**src/rtl/scr_base_l3_bk_tp_d3_wsel_if.sv**
```systemverilog
// D2 -> D3 -> D4 signal bundle for the L3 bank tag-pipe D3 stage.
// The slave side is the D3 stage; the master side is the surrounding pipe.
interface scr_base_l3_bk_tp_d3_wsel_if #(
  parameter int WAYS  = 8,
  parameter int TAG_W = 24,
  parameter int SET_W = 10,
  parameter int ID_W  = 6
);
  logic                    d2_vld_i;
  logic                    d2_rdy_o;
  logic [ID_W-1:0]         d2_id_i;
  logic [SET_W-1:0]        d2_set_i;
  logic [TAG_W-1:0]        d2_tag_i;
  logic                    d2_alloc_i;
  logic [WAYS*TAG_W-1:0]   d2_way_tag_i;
  logic [WAYS-1:0]         d2_way_vld_i;
  logic [WAYS-1:0]         d2_way_lock_i;
  logic                    d3_vld_o;
  logic                    d3_rdy_i;
  logic [ID_W-1:0]         d3_id_o;
  logic [SET_W-1:0]        d3_set_o;
  logic                    d3_hit_o;
  logic [WAYS-1:0]         d3_way_o;
  logic                    d3_evict_o;
  logic                    d3_noway_o;
  logic                    d3_replay_o;
  logic                    d3_mhit_err_o;
  logic [7:0]              mhit_cnt_o;

  modport slave (
    input  d2_vld_i, d2_id_i, d2_set_i, d2_tag_i, d2_alloc_i,
           d2_way_tag_i, d2_way_vld_i, d2_way_lock_i, d3_rdy_i,
    output d2_rdy_o, d3_vld_o, d3_id_o, d3_set_o, d3_hit_o, d3_way_o,
           d3_evict_o, d3_noway_o, d3_replay_o, d3_mhit_err_o, mhit_cnt_o
  );

  modport master (
    output d2_vld_i, d2_id_i, d2_set_i, d2_tag_i, d2_alloc_i,
           d2_way_tag_i, d2_way_vld_i, d2_way_lock_i, d3_rdy_i,
    input  d2_rdy_o, d3_vld_o, d3_id_o, d3_set_o, d3_hit_o, d3_way_o,
           d3_evict_o, d3_noway_o, d3_replay_o, d3_mhit_err_o, mhit_cnt_o
  );
endinterface

```
**src/rtl/scr_base_l3_bk_tp_d3_wsel.sv**
```systemverilog
// L3 bank tag pipe D3: tag compare, hit/victim way select, replay and
// multi-hit detection, registered into a one-entry slot towards D4.
module scr_base_l3_bk_tp_d3_wsel #(
  parameter int WAYS  = 8,
  parameter int TAG_W = 24,
  parameter int SET_W = 10,
  parameter int ID_W  = 6
) (
  input logic clk,
  input logic rst_n,
  scr_base_l3_bk_tp_d3_wsel_if.slave bus
);
  localparam int PTR_W = $clog2(WAYS);

  logic [WAYS-1:0]  match, elig, inv_elig;
  logic [PTR_W-1:0] hit_idx, inv_idx, rr_idx, cand;
  logic             rr_found, hit_c, mhit_c, replay_c, accept;
  logic             hit_n, evict_n, noway_n, mhit_n, rr_upd;
  logic [WAYS-1:0]  way_n;
  logic [PTR_W-1:0] rr_n;

  logic             vld_q, hit_q, evict_q, noway_q, replay_q, mhit_q, alloc_q;
  logic [ID_W-1:0]  id_q;
  logic [SET_W-1:0] set_q;
  logic [WAYS-1:0]  way_q;
  logic [PTR_W-1:0] rr_ptr;
  logic [7:0]       cnt_q;

  assign bus.d2_rdy_o = !vld_q || bus.d3_rdy_i;
  assign accept       = bus.d2_vld_i && bus.d2_rdy_o;
  assign elig         = ~bus.d2_way_lock_i;
  assign inv_elig     = elig & ~bus.d2_way_vld_i;

  always_comb begin
    match   = '0;
    hit_idx = '0;
    inv_idx = '0;
    for (int k = 0; k < WAYS; k++)
      match[k] = bus.d2_way_vld_i[k] && (bus.d2_way_tag_i[k*TAG_W +: TAG_W] == bus.d2_tag_i);
    for (int k = WAYS - 1; k >= 0; k--) begin
      if (match[k])    hit_idx = PTR_W'(k);
      if (inv_elig[k]) inv_idx = PTR_W'(k);
    end
  end

  // Round-robin search starts at rr_ptr; pointer arithmetic wraps since WAYS is a power of 2.
  always_comb begin
    rr_found = 1'b0;
    rr_idx   = '0;
    cand     = '0;
    for (int i = 0; i < WAYS; i++) begin
      cand = rr_ptr + PTR_W'(i);
      if (!rr_found && elig[cand]) begin
        rr_found = 1'b1;
        rr_idx   = cand;
      end
    end
  end

  assign hit_c    = |match;
  assign mhit_c   = (match & (match - WAYS'(1))) != '0;
  assign replay_c = vld_q && !hit_q && alloc_q && !noway_q && !replay_q &&
                    (bus.d2_set_i == set_q);

  always_comb begin
    hit_n   = 1'b0;
    way_n   = '0;
    evict_n = 1'b0;
    noway_n = 1'b0;
    mhit_n  = 1'b0;
    rr_upd  = 1'b0;
    rr_n    = rr_ptr;
    if (replay_c) begin
      hit_n = 1'b0;
    end else if (hit_c) begin
      hit_n  = 1'b1;
      way_n  = WAYS'(1) << hit_idx;
      mhit_n = mhit_c;
    end else if (bus.d2_alloc_i) begin
      if (|inv_elig) begin
        way_n = WAYS'(1) << inv_idx;
      end else if (rr_found) begin
        way_n   = WAYS'(1) << rr_idx;
        evict_n = 1'b1;
        rr_upd  = 1'b1;
        rr_n    = rr_idx + PTR_W'(1);
      end else begin
        noway_n = 1'b1;
      end
    end
  end

  always_ff @(posedge clk or negedge rst_n) begin
    if (!rst_n) begin
      vld_q    <= 1'b0;
      id_q     <= '0;
      set_q    <= '0;
      hit_q    <= 1'b0;
      way_q    <= '0;
      evict_q  <= 1'b0;
      noway_q  <= 1'b0;
      replay_q <= 1'b0;
      mhit_q   <= 1'b0;
      alloc_q  <= 1'b0;
      rr_ptr   <= '0;
      cnt_q    <= '0;
    end else if (accept) begin
      vld_q    <= 1'b1;
      id_q     <= bus.d2_id_i;
      set_q    <= bus.d2_set_i;
      hit_q    <= hit_n;
      way_q    <= way_n;
      evict_q  <= evict_n;
      noway_q  <= noway_n;
      replay_q <= replay_c;
      mhit_q   <= mhit_n;
      alloc_q  <= bus.d2_alloc_i;
      if (rr_upd) rr_ptr <= rr_n;
      if (mhit_n && cnt_q != 8'hFF) cnt_q <= cnt_q + 8'd1;
    end else if (bus.d3_rdy_i) begin
      vld_q <= 1'b0;
    end
  end

  assign bus.d3_vld_o      = vld_q;
  assign bus.d3_id_o       = id_q;
  assign bus.d3_set_o      = set_q;
  assign bus.d3_hit_o      = hit_q;
  assign bus.d3_way_o      = way_q;
  assign bus.d3_evict_o    = evict_q;
  assign bus.d3_noway_o    = noway_q;
  assign bus.d3_replay_o   = replay_q;
  assign bus.d3_mhit_err_o = mhit_q;
  assign bus.mhit_cnt_o    = cnt_q;
endmodule

```
**src/flat_wrapper.sv**
```systemverilog
// flat-port wrapper written by rule: the top's interface ports become plain ports
module scr_base_l3_bk_tp_d3_wsel_flat 
#(
  parameter int WAYS  = 8,
  parameter int TAG_W = 24,
  parameter int SET_W = 10,
  parameter int ID_W  = 6
)
  (clk, rst_n, bus_d2_vld_i, bus_d2_id_i, bus_d2_set_i, bus_d2_tag_i, bus_d2_alloc_i, bus_d2_way_tag_i, bus_d2_way_vld_i, bus_d2_way_lock_i, bus_d3_rdy_i, bus_d2_rdy_o, bus_d3_vld_o, bus_d3_id_o, bus_d3_set_o, bus_d3_hit_o, bus_d3_way_o, bus_d3_evict_o, bus_d3_noway_o, bus_d3_replay_o, bus_d3_mhit_err_o, bus_mhit_cnt_o);
  scr_base_l3_bk_tp_d3_wsel_if #(.WAYS(WAYS), .TAG_W(TAG_W), .SET_W(SET_W), .ID_W(ID_W)) bus_i ();
  input logic clk;
  input logic rst_n;
  input wire logic [$bits(bus_i.d2_vld_i)-1:0] bus_d2_vld_i;
  input wire logic [$bits(bus_i.d2_id_i)-1:0] bus_d2_id_i;
  input wire logic [$bits(bus_i.d2_set_i)-1:0] bus_d2_set_i;
  input wire logic [$bits(bus_i.d2_tag_i)-1:0] bus_d2_tag_i;
  input wire logic [$bits(bus_i.d2_alloc_i)-1:0] bus_d2_alloc_i;
  input wire logic [$bits(bus_i.d2_way_tag_i)-1:0] bus_d2_way_tag_i;
  input wire logic [$bits(bus_i.d2_way_vld_i)-1:0] bus_d2_way_vld_i;
  input wire logic [$bits(bus_i.d2_way_lock_i)-1:0] bus_d2_way_lock_i;
  input wire logic [$bits(bus_i.d3_rdy_i)-1:0] bus_d3_rdy_i;
  output wire logic [$bits(bus_i.d2_rdy_o)-1:0] bus_d2_rdy_o;
  output wire logic [$bits(bus_i.d3_vld_o)-1:0] bus_d3_vld_o;
  output wire logic [$bits(bus_i.d3_id_o)-1:0] bus_d3_id_o;
  output wire logic [$bits(bus_i.d3_set_o)-1:0] bus_d3_set_o;
  output wire logic [$bits(bus_i.d3_hit_o)-1:0] bus_d3_hit_o;
  output wire logic [$bits(bus_i.d3_way_o)-1:0] bus_d3_way_o;
  output wire logic [$bits(bus_i.d3_evict_o)-1:0] bus_d3_evict_o;
  output wire logic [$bits(bus_i.d3_noway_o)-1:0] bus_d3_noway_o;
  output wire logic [$bits(bus_i.d3_replay_o)-1:0] bus_d3_replay_o;
  output wire logic [$bits(bus_i.d3_mhit_err_o)-1:0] bus_d3_mhit_err_o;
  output wire logic [$bits(bus_i.mhit_cnt_o)-1:0] bus_mhit_cnt_o;
  assign bus_i.d2_vld_i = bus_d2_vld_i;
  assign bus_i.d2_id_i = bus_d2_id_i;
  assign bus_i.d2_set_i = bus_d2_set_i;
  assign bus_i.d2_tag_i = bus_d2_tag_i;
  assign bus_i.d2_alloc_i = bus_d2_alloc_i;
  assign bus_i.d2_way_tag_i = bus_d2_way_tag_i;
  assign bus_i.d2_way_vld_i = bus_d2_way_vld_i;
  assign bus_i.d2_way_lock_i = bus_d2_way_lock_i;
  assign bus_i.d3_rdy_i = bus_d3_rdy_i;
  assign bus_d2_rdy_o = bus_i.d2_rdy_o;
  assign bus_d3_vld_o = bus_i.d3_vld_o;
  assign bus_d3_id_o = bus_i.d3_id_o;
  assign bus_d3_set_o = bus_i.d3_set_o;
  assign bus_d3_hit_o = bus_i.d3_hit_o;
  assign bus_d3_way_o = bus_i.d3_way_o;
  assign bus_d3_evict_o = bus_i.d3_evict_o;
  assign bus_d3_noway_o = bus_i.d3_noway_o;
  assign bus_d3_replay_o = bus_i.d3_replay_o;
  assign bus_d3_mhit_err_o = bus_i.d3_mhit_err_o;
  assign bus_mhit_cnt_o = bus_i.mhit_cnt_o;
  scr_base_l3_bk_tp_d3_wsel #(.WAYS(WAYS), .TAG_W(TAG_W), .SET_W(SET_W), .ID_W(ID_W)) u_core (.clk(clk), .rst_n(rst_n), .bus(bus_i));
endmodule
```
**config.mk**
```make
export PLATFORM = sky130hd
export DESIGN_NAME = scr_base_l3_bk_tp_d3_wsel_flat
export DESIGN_NICKNAME = d
export VERILOG_FILES = /design/src/rtl/scr_base_l3_bk_tp_d3_wsel_if.sv /design/src/rtl/scr_base_l3_bk_tp_d3_wsel.sv /design/src/flat_wrapper.sv
export SDC_FILE = /design/constraint.sdc
export NUM_CORES = 1
export LEC_CHECK = 0
export CAP_MARGIN = 0
export CORE_ASPECT_RATIO = 1.1
export CORE_MARGIN = 2
export CORE_UTILIZATION = 38
export DETAILED_ROUTE_END_ITERATION = 10
export GPL_ROUTABILITY_DRIVEN = 0
export PLACE_DENSITY = 0.79
export SLEW_MARGIN = 20
export SYNTH_ARGS = -nofsm -noshare
export SYNTH_HDL_FRONTEND = slang
export SYNTH_SLANG_ARGS = --single-unit
```
**constraint.sdc**
```tcl
create_clock -name clk -period 3.8 [get_ports clk]
set_clock_uncertainty 0.1 [all_clocks]
set_input_delay 0.38 -clock clk [delete_from_list [all_inputs] [get_ports clk]]
set_output_delay 0.38 -clock clk [all_outputs]
set_load 0.01 [all_outputs]
```
## After elaboration in Yosys (flattened, before gate mapping)

Cells that the tools add are included.
W data, S select, Z words.

- $add $sub $neg: 10
- $lt $le $gt $ge: 8
- Equality and inequality tests: 10
- Shift operators: 3
- Multiplexer cells: 69
- Bitwise gates (word level): 7
- Reduce and logical (&&, ||, !) cells: 40

Operators with widths:

| operator | count |
|---|---|
| $eq A24 B24 Y1 | 8 |
| $mux W3 | 24 |
| $mux W8 | 5 |
| $lt A3 B4 Y1 const B | 8 |
| $mux W1 | 32 |
| $bmux W1 S3 | 8 |
| $shl A1 B3 Y8 const A | 3 |
| $logic_and A1 B1 Y1 | 22 |
| $and A8 B8 Y8 | 2 |
| $not A8 Y8 | 2 |
| $reduce_or A8 Y1 | 2 |
| $add A3 B3 Y3 const B | 4 |
| $logic_not A1 Y1 | 11 |
| $eq A10 B10 Y1 | 1 |
| $add A8 B1 Y8 const B | 1 |
| $ne A8 B8 Y1 const B | 1 |
| $reduce_bool A8 Y1 | 1 |
| $sub A8 B1 Y8 const B | 1 |
| $reduce_and A7 Y1 | 1 |
| $add A3 B1 Y3 const B | 2 |
| $add A3 B2 Y3 const B | 2 |
| $not A1 Y1 | 3 |
| $reduce_and A2 Y1 | 1 |
| $reduce_bool A2 Y1 | 1 |
| $logic_or A1 B1 Y1 | 1 |

- Register bits after elaboration: 42
- Input bits: 253
- Output and inout bits: 39
- Logic and storage cells: 159

## Longest topological paths before layout

Gate-level depths: netlist (run 1).

- Depth after elaboration: 31
- Mapped depth: 18
- Gate-level depth less buffers: 16

## Least setup slack after synthesis (run 1)

Ideal clock, no wire load.

- Path kind: register to register
- Start: register u_core.rr_ptr[1]
- End: register u_core.way_q[7], in the netlist u_core.bus.d3_way_o[7]
- Library setup time: 0.121 ns
- Arrival time: 3.709 ns
- Data required time: 3.579 ns
- Slack: -0.130 ns
- Stages on the path, launching flop included: 19
- Buffers on the path: 2
- Clock period less this slack: 3.930 ns
- Cell sequence: dfrtp_1 -> clkbuf_1 -> inv_1 -> ha_1 -> buf_2 -> mux4_2 -> mux2i_1 -> nand2b_1 -> nor2_1 -> a211oi_1 -> a21oi_1 -> o22a_1 -> o22ai_1 -> o31ai_1 -> ha_1 -> ha_1 -> a21oi_1 -> o21ai_1 -> a22o_1

- Cells in the longest elaborated chain, start to end: 30
- Elaborated cells between the ends (all ways): 59
- Classes of those cells: 7 x add/sub; 1 x shift; 37 x mux; 14 x reduce/logical

Ends and longest elaborated chain:

| what | line | source |
|---|---|---|
| from (decl) | scr_base_l3_bk_tp_d3_wsel.sv:26 | `logic [PTR_W-1:0] rr_ptr;` |
| from (signal assigned) | scr_base_l3_bk_tp_d3_wsel.sv:118 | `if (rr_upd) rr_ptr <= rr_n;` |
| parallel branches: the longest is 25 deep, another holds $add A3 B1 Y3 | - |  |
| $mux W8 (*) | scr_base_l3_bk_tp_d3_wsel.sv:82 | `end else if (rr_found) begin` |
| $mux W8 (*) | scr_base_l3_bk_tp_d3_wsel.sv:80 | `if (\|inv_elig) begin` |
| $mux W8 (*) | scr_base_l3_bk_tp_d3_wsel.sv:79 | `end else if (bus.d2_alloc_i) begin` |
| $mux W8 (*) | scr_base_l3_bk_tp_d3_wsel.sv:75 | `end else if (hit_c) begin` |
| $mux W8 (*) | scr_base_l3_bk_tp_d3_wsel.sv:73 | `if (replay_c) begin` |
| to (signal assigned) | scr_base_l3_bk_tp_d3_wsel.sv:112 | `way_q <= way_n;` |
| to (decl) | scr_base_l3_bk_tp_d3_wsel.sv:25 | `logic [WAYS-1:0] way_q;` |

Every way passes the cells marked *. The select of a mux whose other input is x is not followed.
A chain may end at the register's enable or synchronous reset.

## Worst setup path after layout (run 1)

- Start: input port bus_d2_tag_i[8]
- End: register u_core.cnt_q[2], in the netlist u_core.bus.mhit_cnt_o[2]

- Cells in the longest elaborated chain, start to end: 9
- Elaborated cells between the ends (all ways): 24
- Classes of those cells: 1 x add/sub; 8 x eq/ne; 2 x mux; 1 x bitwise; 12 x reduce/logical

Ends and longest elaborated chain:

| what | line | source |
|---|---|---|
| from (decl) | flat_wrapper.sv:16 | `input wire logic [$bits(bus_i.d2_tag_i)-1:0] bus_d2_tag_i;` |
| $eq A24 B24 Y1 | scr_base_l3_bk_tp_d3_wsel.sv:39 | `match[k] = bus.d2_way_vld_i[k] && (bus.d2_way_tag_i[k*TAG_W +: TAG_W] == bus.d2_tag_i);` |
| $logic_and A1 B1 Y1 | scr_base_l3_bk_tp_d3_wsel.sv:39 |  |
| $sub A8 B1 Y8 | scr_base_l3_bk_tp_d3_wsel.sv:61 | `assign mhit_c = (match & (match - WAYS'(1))) != '0;` |
| $and A8 B8 Y8 | scr_base_l3_bk_tp_d3_wsel.sv:61 |  |
| $reduce_bool A8 Y1 | scr_base_l3_bk_tp_d3_wsel.sv:61 |  |
| $mux W1 (*) | scr_base_l3_bk_tp_d3_wsel.sv:75 |  |
| $mux W1 (*) | scr_base_l3_bk_tp_d3_wsel.sv:73 |  |
| $logic_and A1 B1 Y1 (*) | scr_base_l3_bk_tp_d3_wsel.sv:119 | `if (mhit_n && cnt_q != 8'hFF) cnt_q <= cnt_q + 8'd1;` |
| $reduce_and A2 Y1 (no line) (*) | - |  |
| to (signal assigned) | scr_base_l3_bk_tp_d3_wsel.sv:119 |  |
| to (decl) | scr_base_l3_bk_tp_d3_wsel.sv:27 | `logic [7:0] cnt_q;` |

Every way passes the cells marked *; elsewhere a longest branch is shown, timed or not.

==> results of run 1 <==
power by group:
| group | internal (mW) | switching, mW |
|---|---|---|
| logic | 1.32 | 1.24 |
| registers | 0.497 | 0.0356 |
| clock network | 0.310 | 0.165 |
synthesized netlist by cell type, drive strengths merged, types with 3 or more instances:
library cell / count / share of area [%]
a21oi: 8 / 0.66
and2: 4 / 0.41
and3: 4 / 0.50
buf: 30 / 2.9
clkbuf: 11 / 0.68
dfrtp: 42 / 17
ha: 9 / 1.9
inv: 13 / 0.81
mux2: 6 / 1.1
mux2i: 9 / 1.5
mux4: 13 / 4.9
nand2: 92 / 5.7
nand2b: 8 / 0.83
nand3: 17 / 1.4
nand3b: 3 / 0.37
nand4: 66 / 6.8
nand4b: 4 / 0.58
nor2: 38 / 2.4
nor2b: 3 / 0.31
nor3: 17 / 1.5
nor3b: 3 / 0.37
nor4: 33 / 3.8
nor4b: 4 / 0.68
o21a: 3 / 0.37
o21ai: 14 / 1.2
o221ai: 4 / 0.58
o22a: 3 / 0.44
o22ai: 9 / 0.93
o311ai: 3 / 0.44
or2: 4 / 0.42
or3: 4 / 0.41
or4: 7 / 0.87
xnor2: 135 / 20
xor2: 79 / 11
cell families (layout without fill, tap and decap cells):
kind of cell / after synthesis / count (layout) / synth area share, %
other: 0 / 7 / 0
AOI/OAI and AO/OA: 69 / 69 / 8.38
xor gates and xnor gates: 214 / 214 / 31.1
muxes: 28 / 28 / 7.47
and+or+nand+nor: 321 / 321 / 29.0
buffers and inverters: 54 / 391 / 4.38
DFF: 42 / 42 / 17.4
adders and majority gates: 11 / 11 / 2.22
metrics by stage:
step                cell area [um2]  power [mW]  instances
floorplan                      6030        1.96        739
global placement               9600        2.92       1266
detailed placement             9600        2.98       1266
CTS                            9760        3.46       1274
global route                   9830        3.83       1281
finish                         9840        3.57       1283
sequential cells by signal, summed over array words and instances (netlist names), 3 cells and up:
register               count
u_core.bus.d3_set_o       10
u_core.bus.d3_way_o        8
u_core.bus.mhit_cnt_o      8
u_core.rr_ptr              3
u_core.bus.d3_id_o         6
what timing repair did:
action,in CTS,in global routing
resized for setup,0,9
setup endpoints to repair,0,10
buffers inserted,0,2
metal layers:
layer  vias up  share of wire, %  global-route usage, %
met1      3356                36                   34.7
met3       118               9.0                   6.54
li1       3358                 -                      -
met4         6               7.1                   17.9
met2       441                48                   53.5
met5         -              0.13                      0
worst paths after layout:
kind	startpoint	end	slack, ps	cells past startpoint
worst max-delay path	bus_d2_tag_i[8]	u_core.bus.mhit_cnt_o[2]	180	13
worst min-delay path	rst_n	u_core.bus.d3_set_o[5]	150	1
worst max register to register	u_core.rr_ptr[1]	u_core.bus.d3_way_o[7]	210	17
worst min register to register	u_core.bus.d3_id_o[5]	u_core.bus.d3_id_o[5]	370	2
max in group asynchronous	rst_n	u_core.bus.d3_replay_o	2870	1
min in group clk	u_core.bus.d3_id_o[5]	u_core.bus.d3_id_o[5]	370	2
worst reg2reg max path, delay by kind of cell (launching register included):
family / cells / cell delay [ps]
AO/OA/AOI/OAI: 8 / 1160
multiplexers: 2 / 740
adder cells (fa/ha/maj): 3 / 720
flip-flops: 1 / 340
buffers and inverters: 2 / 210
AND/OR/NAND/NOR: 2 / 190
cell type report:
| class | count | area (um2) |
|---|---|---|
| multi-input cells | 643 | 4760 |
| repair buffers | 370 | 3550 |
| clock inverters | 1 | 30.0 |
| inverters | 13 | 48.8 |
| clock buffers | 7 | 133 |
| fillers | 1364 | 5780 |
| flip-flops and latches | 42 | 1050 |
| diodes | 7 | 17.5 |
| well taps | 200 | 250 |
==> metrics.txt, run 1 <==
status finished, final reports clean; worst relative slew slack 37.3%; Worst-Margin Slew 940 ps; Final Util 63.0%; Site Rows 48; H-tree depth 2; number of enable flip-flop cells after synthesis 0; HP Class in -> async; core area 15600 um2; DRC errors left 0; post-synth net total 1001; # port buffers 291; Iteration-0 DRC Markers 500; Worst-Skew Late Latency 280 ps; peak supply drop 0.286 mV; critical path data required time 3910 ps; final setup fails 0; largest fanout on the critical path 5; P&R area growth vs syn 63.1%; Cell Area, Synth 6030 um2; initial antenna violation count 10; Worst Setup Start Kind primary input; Tcrit/Tclk final 95.1%; CTS tree built; Mean Syn Cell Area 8.16 um2; most frequent CP cell buf_4; WP data arrival 3720 ps; P_leak 3.78 nW; first-pass GRT wire length 39.8 mm; share of cells above drive strength 1 11.7%; max frequency 277 MHz; Critical-path top delay cell clkdlybuf4s50_1; full die area 16900 um2; Top Ports 292; Synth cell types 74; cts bufs inserted 5; die span in y 136 um; max-slew violation count 0; family with the most delay on the worst path simple AND/OR/NAND/NOR gates; Crit. End Element register; sequential fraction of the synthesis area 17.4%; gr ovfl total 0; Crit path buffers/inverters 4; PwrDens 363 nW/um2; Gate Count Post-Synth 739; max-cap check violation count 0; most common cell after layout, fill and taps aside clkdlybuf4s50_1; gr usage total 31.0%; via count 7279; via density per instance 5.67; Post-CTS Hold Fix Bufs 0; nets@finish 1337; setup TNS 0 ps; clk root buf clkbuf_16; die width 124 um; clock buffer depth 2; Setup CP Type in -> reg; Initial Util 38.6%; Synthesis Warnings 0; DP Wirelength 22.7 mm; unrepaired setup endpoints after global routing false; Synth Register Bits 42; DRT antenna net count 0; Setup WS post-layout 185 ps; crit-path max cell delay 700 ps; CP cell instances clkdlybuf4s50_1 -> buf_4 -> xnor2_1 -> nand4_1 -> or4_1 -> nor4_1 -> buf_4 -> a41o_1 -> or3_1 -> o21ai_1 -> buf_4 -> nor4b_2 -> xor2_1; clock sinks 42; routed len/inst 20.7 um; Worst Setup Slack post-DPL -110 ps; first drt pass iteration count 5; vias in the first global route 7468; final hold vios 0; fin crit period 3620 ps; Clock transition at path regs 60 ps; FFs w/ async S/R, synth 100%; dominant synthesized flop cell dfrtp_1; pin count of the biggest net entering global routing 43; hold slack 147 ps; most frequent cells in the layout 290 x clkdlybuf4s50_1, 135 x xnor2_1, 92 x nand2_1; Routed Wire Length 26.6 mm
Note: power is estimated with default switching activity, not from simulation.
==> run 2, diff against run 1 <==
--- a/config.mk
+++ b/config.mk
@@ -8,10 +8,10 @@
 export CAP_MARGIN = 0
 export CORE_ASPECT_RATIO = 1.1
 export CORE_MARGIN = 2
-export CORE_UTILIZATION = 38
+export CORE_UTILIZATION = 42
 export DETAILED_ROUTE_END_ITERATION = 10
 export GPL_ROUTABILITY_DRIVEN = 0
-export PLACE_DENSITY = 0.79
+export PLACE_DENSITY = 0.83
 export SLEW_MARGIN = 20
 export SYNTH_ARGS = -nofsm -noshare
 export SYNTH_HDL_FRONTEND = slang
==> constraint.sdc (replaced) <==
create_clock -name clk -period 3.55 [get_ports clk]
set_clock_uncertainty 0.1 [all_clocks]
set_input_delay 0.355 -clock clk [delete_from_list [all_inputs] [get_ports clk]]
set_output_delay 0.355 -clock clk [all_outputs]
set_load 0.01 [all_outputs]
==> run 2 against run 1 <==
  * Sequential share of layout area shrank 0.60 points
  * Via count up 4.0%
  * Wire length increased by 1.9%
  * Clock-buffer cell count did not move
  * Power up 24%
  * Final cell count rose by 2.7%
  * Critical endpoint is now u_core.bus.d3_way_o[6]
  * Non-clock buffer count rose by 47
  * Highest routed layer unchanged
==> metrics.txt, run 2 (synthesis gave the netlist of run 1 again) <==
status finished, final reports clean; gr usage total 33.2%; Setup CP Type reg -> reg; fin crit period 3470 ps; setup TNS 0 ps; H-tree depth 2; max-cap check violation count 0; routed len/inst 20.6 um; Tcrit/Tclk final 97.8%; Crit. End Element register; Crit path buffers/inverters 2; full die area 15300 um2; die width 118 um; core area 13900 um2; WP data arrival 3540 ps; die span in y 130 um; gr ovfl total 0; DP Wirelength 22.5 mm; # port buffers 291; critical path data required time 3620 ps; Top Ports 292; pin count of the biggest net entering global routing 43; clock buffer depth 2; worst relative slew slack 36.8%; DRT antenna net count 0; crit-path max cell delay 570 ps; hold slack 126 ps; max-slew violation count 0; Worst-Margin Slew 947 ps; CTS tree built; CP cell instances inv_8 -> ha_4 -> mux4_2 -> mux2i_4 -> nand2b_4 -> nor2_2 -> a211oi_2 -> a21oi_2 -> o22a_1 -> o22ai_2 -> o31ai_4 -> buf_6 -> ha_2 -> a311o_1 -> o221a_2; share of cells above drive strength 1 17.8%; Clock transition at path regs 60 ps; Final Power 4.42 mW; initial antenna violation count 4; Iteration-0 DRC Markers 564; via density per instance 5.74; Routed Wire Length 27.1 mm; most common cell after layout, fill and taps aside clkdlybuf4s50_1; Final Util 75.0%; clock sinks 42; nets@finish 1384; largest fanout on the critical path 5; final hold vios 0; max frequency 288 MHz; HP Class in -> async; via count 7568; P&R area growth vs syn 73.1%; DRC errors left 0; Worst-Skew Late Latency 280 ps; post-route cell area 10400 um2; Initial Util 43.4%; Placement Cell Area 9960 um2; cts bufs inserted 5; final setup fails 0; Site Rows 45; PwrDens 424 nW/um2; first-pass GRT wire length 39.5 mm; peak supply drop 0.333 mV; vias in the first global route 7586; Largest register FFs 10; P_leak 4.08 nW; unrepaired setup endpoints after global routing true; first drt pass iteration count 6; clk root buf clkbuf_16; most frequent cells in the layout 285 x clkdlybuf4s50_1, 134 x xnor2_1, 115 x buf_4; Critical-path top delay cell mux4_2; Worst Setup Start Kind register; family with the most delay on the worst path compound AO/OA/AOI/OAI gates
[run 2: cell types whose count changed in the layout (fill, tap and decap cells not counted), moves of 3 or more]
cell and change:
buf_4 +40, buf_6 +6, clkdlybuf4s50_1 -5, dlymetal6s2s_1 +4
ha_1 -7, ha_4 +6, nor4_1 -5, nor4_2 +3
o311ai_0 -3
[run 2: report_power, final]
part / switching, mW / internal, mW
clock: 0.172 / 0.332
combinational: 1.57 / 1.74
sequential: 0.0701 / 0.533
total: 1.82 / 2.61
[run 2: metal layers]
metal  GRT usage, %  vias to the layer above  part of all wire [%]
li1               -                     3440                     -
met5              0                        -                 0.048
met4           19.6                        2                   6.9
met2           60.3                      516                    49
met1           35.5                     3486                    34
met3           7.48                      124                   9.9
[run 2: worst paths after layout]
kind	slack, ps	endpoint	start	cells after the start
setup / recovery	80	u_core.bus.d3_way_o[6]	u_core.rr_ptr[0]	15
hold / removal	130	u_core.bus.d3_set_o[6]	rst_n	1
setup reg to reg	80	u_core.bus.d3_way_o[6]	u_core.rr_ptr[0]	15
hold reg to reg	380	u_core.bus.d3_id_o[5]	u_core.bus.d3_id_o[5]	2
max in group asynchronous	2570	u_core.rr_ptr[0]	rst_n	1
min in group clk	380	u_core.bus.d3_id_o[5]	u_core.bus.d3_id_o[5]	2
[run 2: final cells by class]
type,instances,area (um2)
multi-input cells,643,4960
repair buffers,417,3950
fillers,1013,3470
flip-flops and latches,42,1050
well taps,188,235
clock buffers,7,133
inverters,13,58.8
clock inverters,1,30.0
diodes,7,17.5
[run 2: through the flow]
| stage | setup WS [ps] | instances |
|---|---|---|
| after floorplan | -10.3 | 739 |
| after global placement | -197 | 1298 |
| after detailed placement | -348 | 1298 |
| after CTS | 5.13 | 1306 |
| after global routing | -40.8 | 1311 |
| final | 79.4 | 1318 |
[run 2: worst reg2reg max path, cell delays in order, from the launching register on]
cell and delay (ps):
dfrtp_2 420, inv_8 40, ha_4 300, mux4_2 570, mux2i_4 180, nand2b_4 150, nor2_2 40, a211oi_2 240
a21oi_2 60, o22a_1 230, o22ai_2 180, o31ai_4 120, buf_6 140, ha_2 190, a311o_1 270, o221a_2 120
[run 2: what timing repair did]
action	in CTS	in global routing
endpoints found under the hold margin	0	0
pin swaps	1	15
endpoints found under the setup margin	16	18
buffers inserted	0	5
hold buffers	0	0
gates resized for setup	6	51
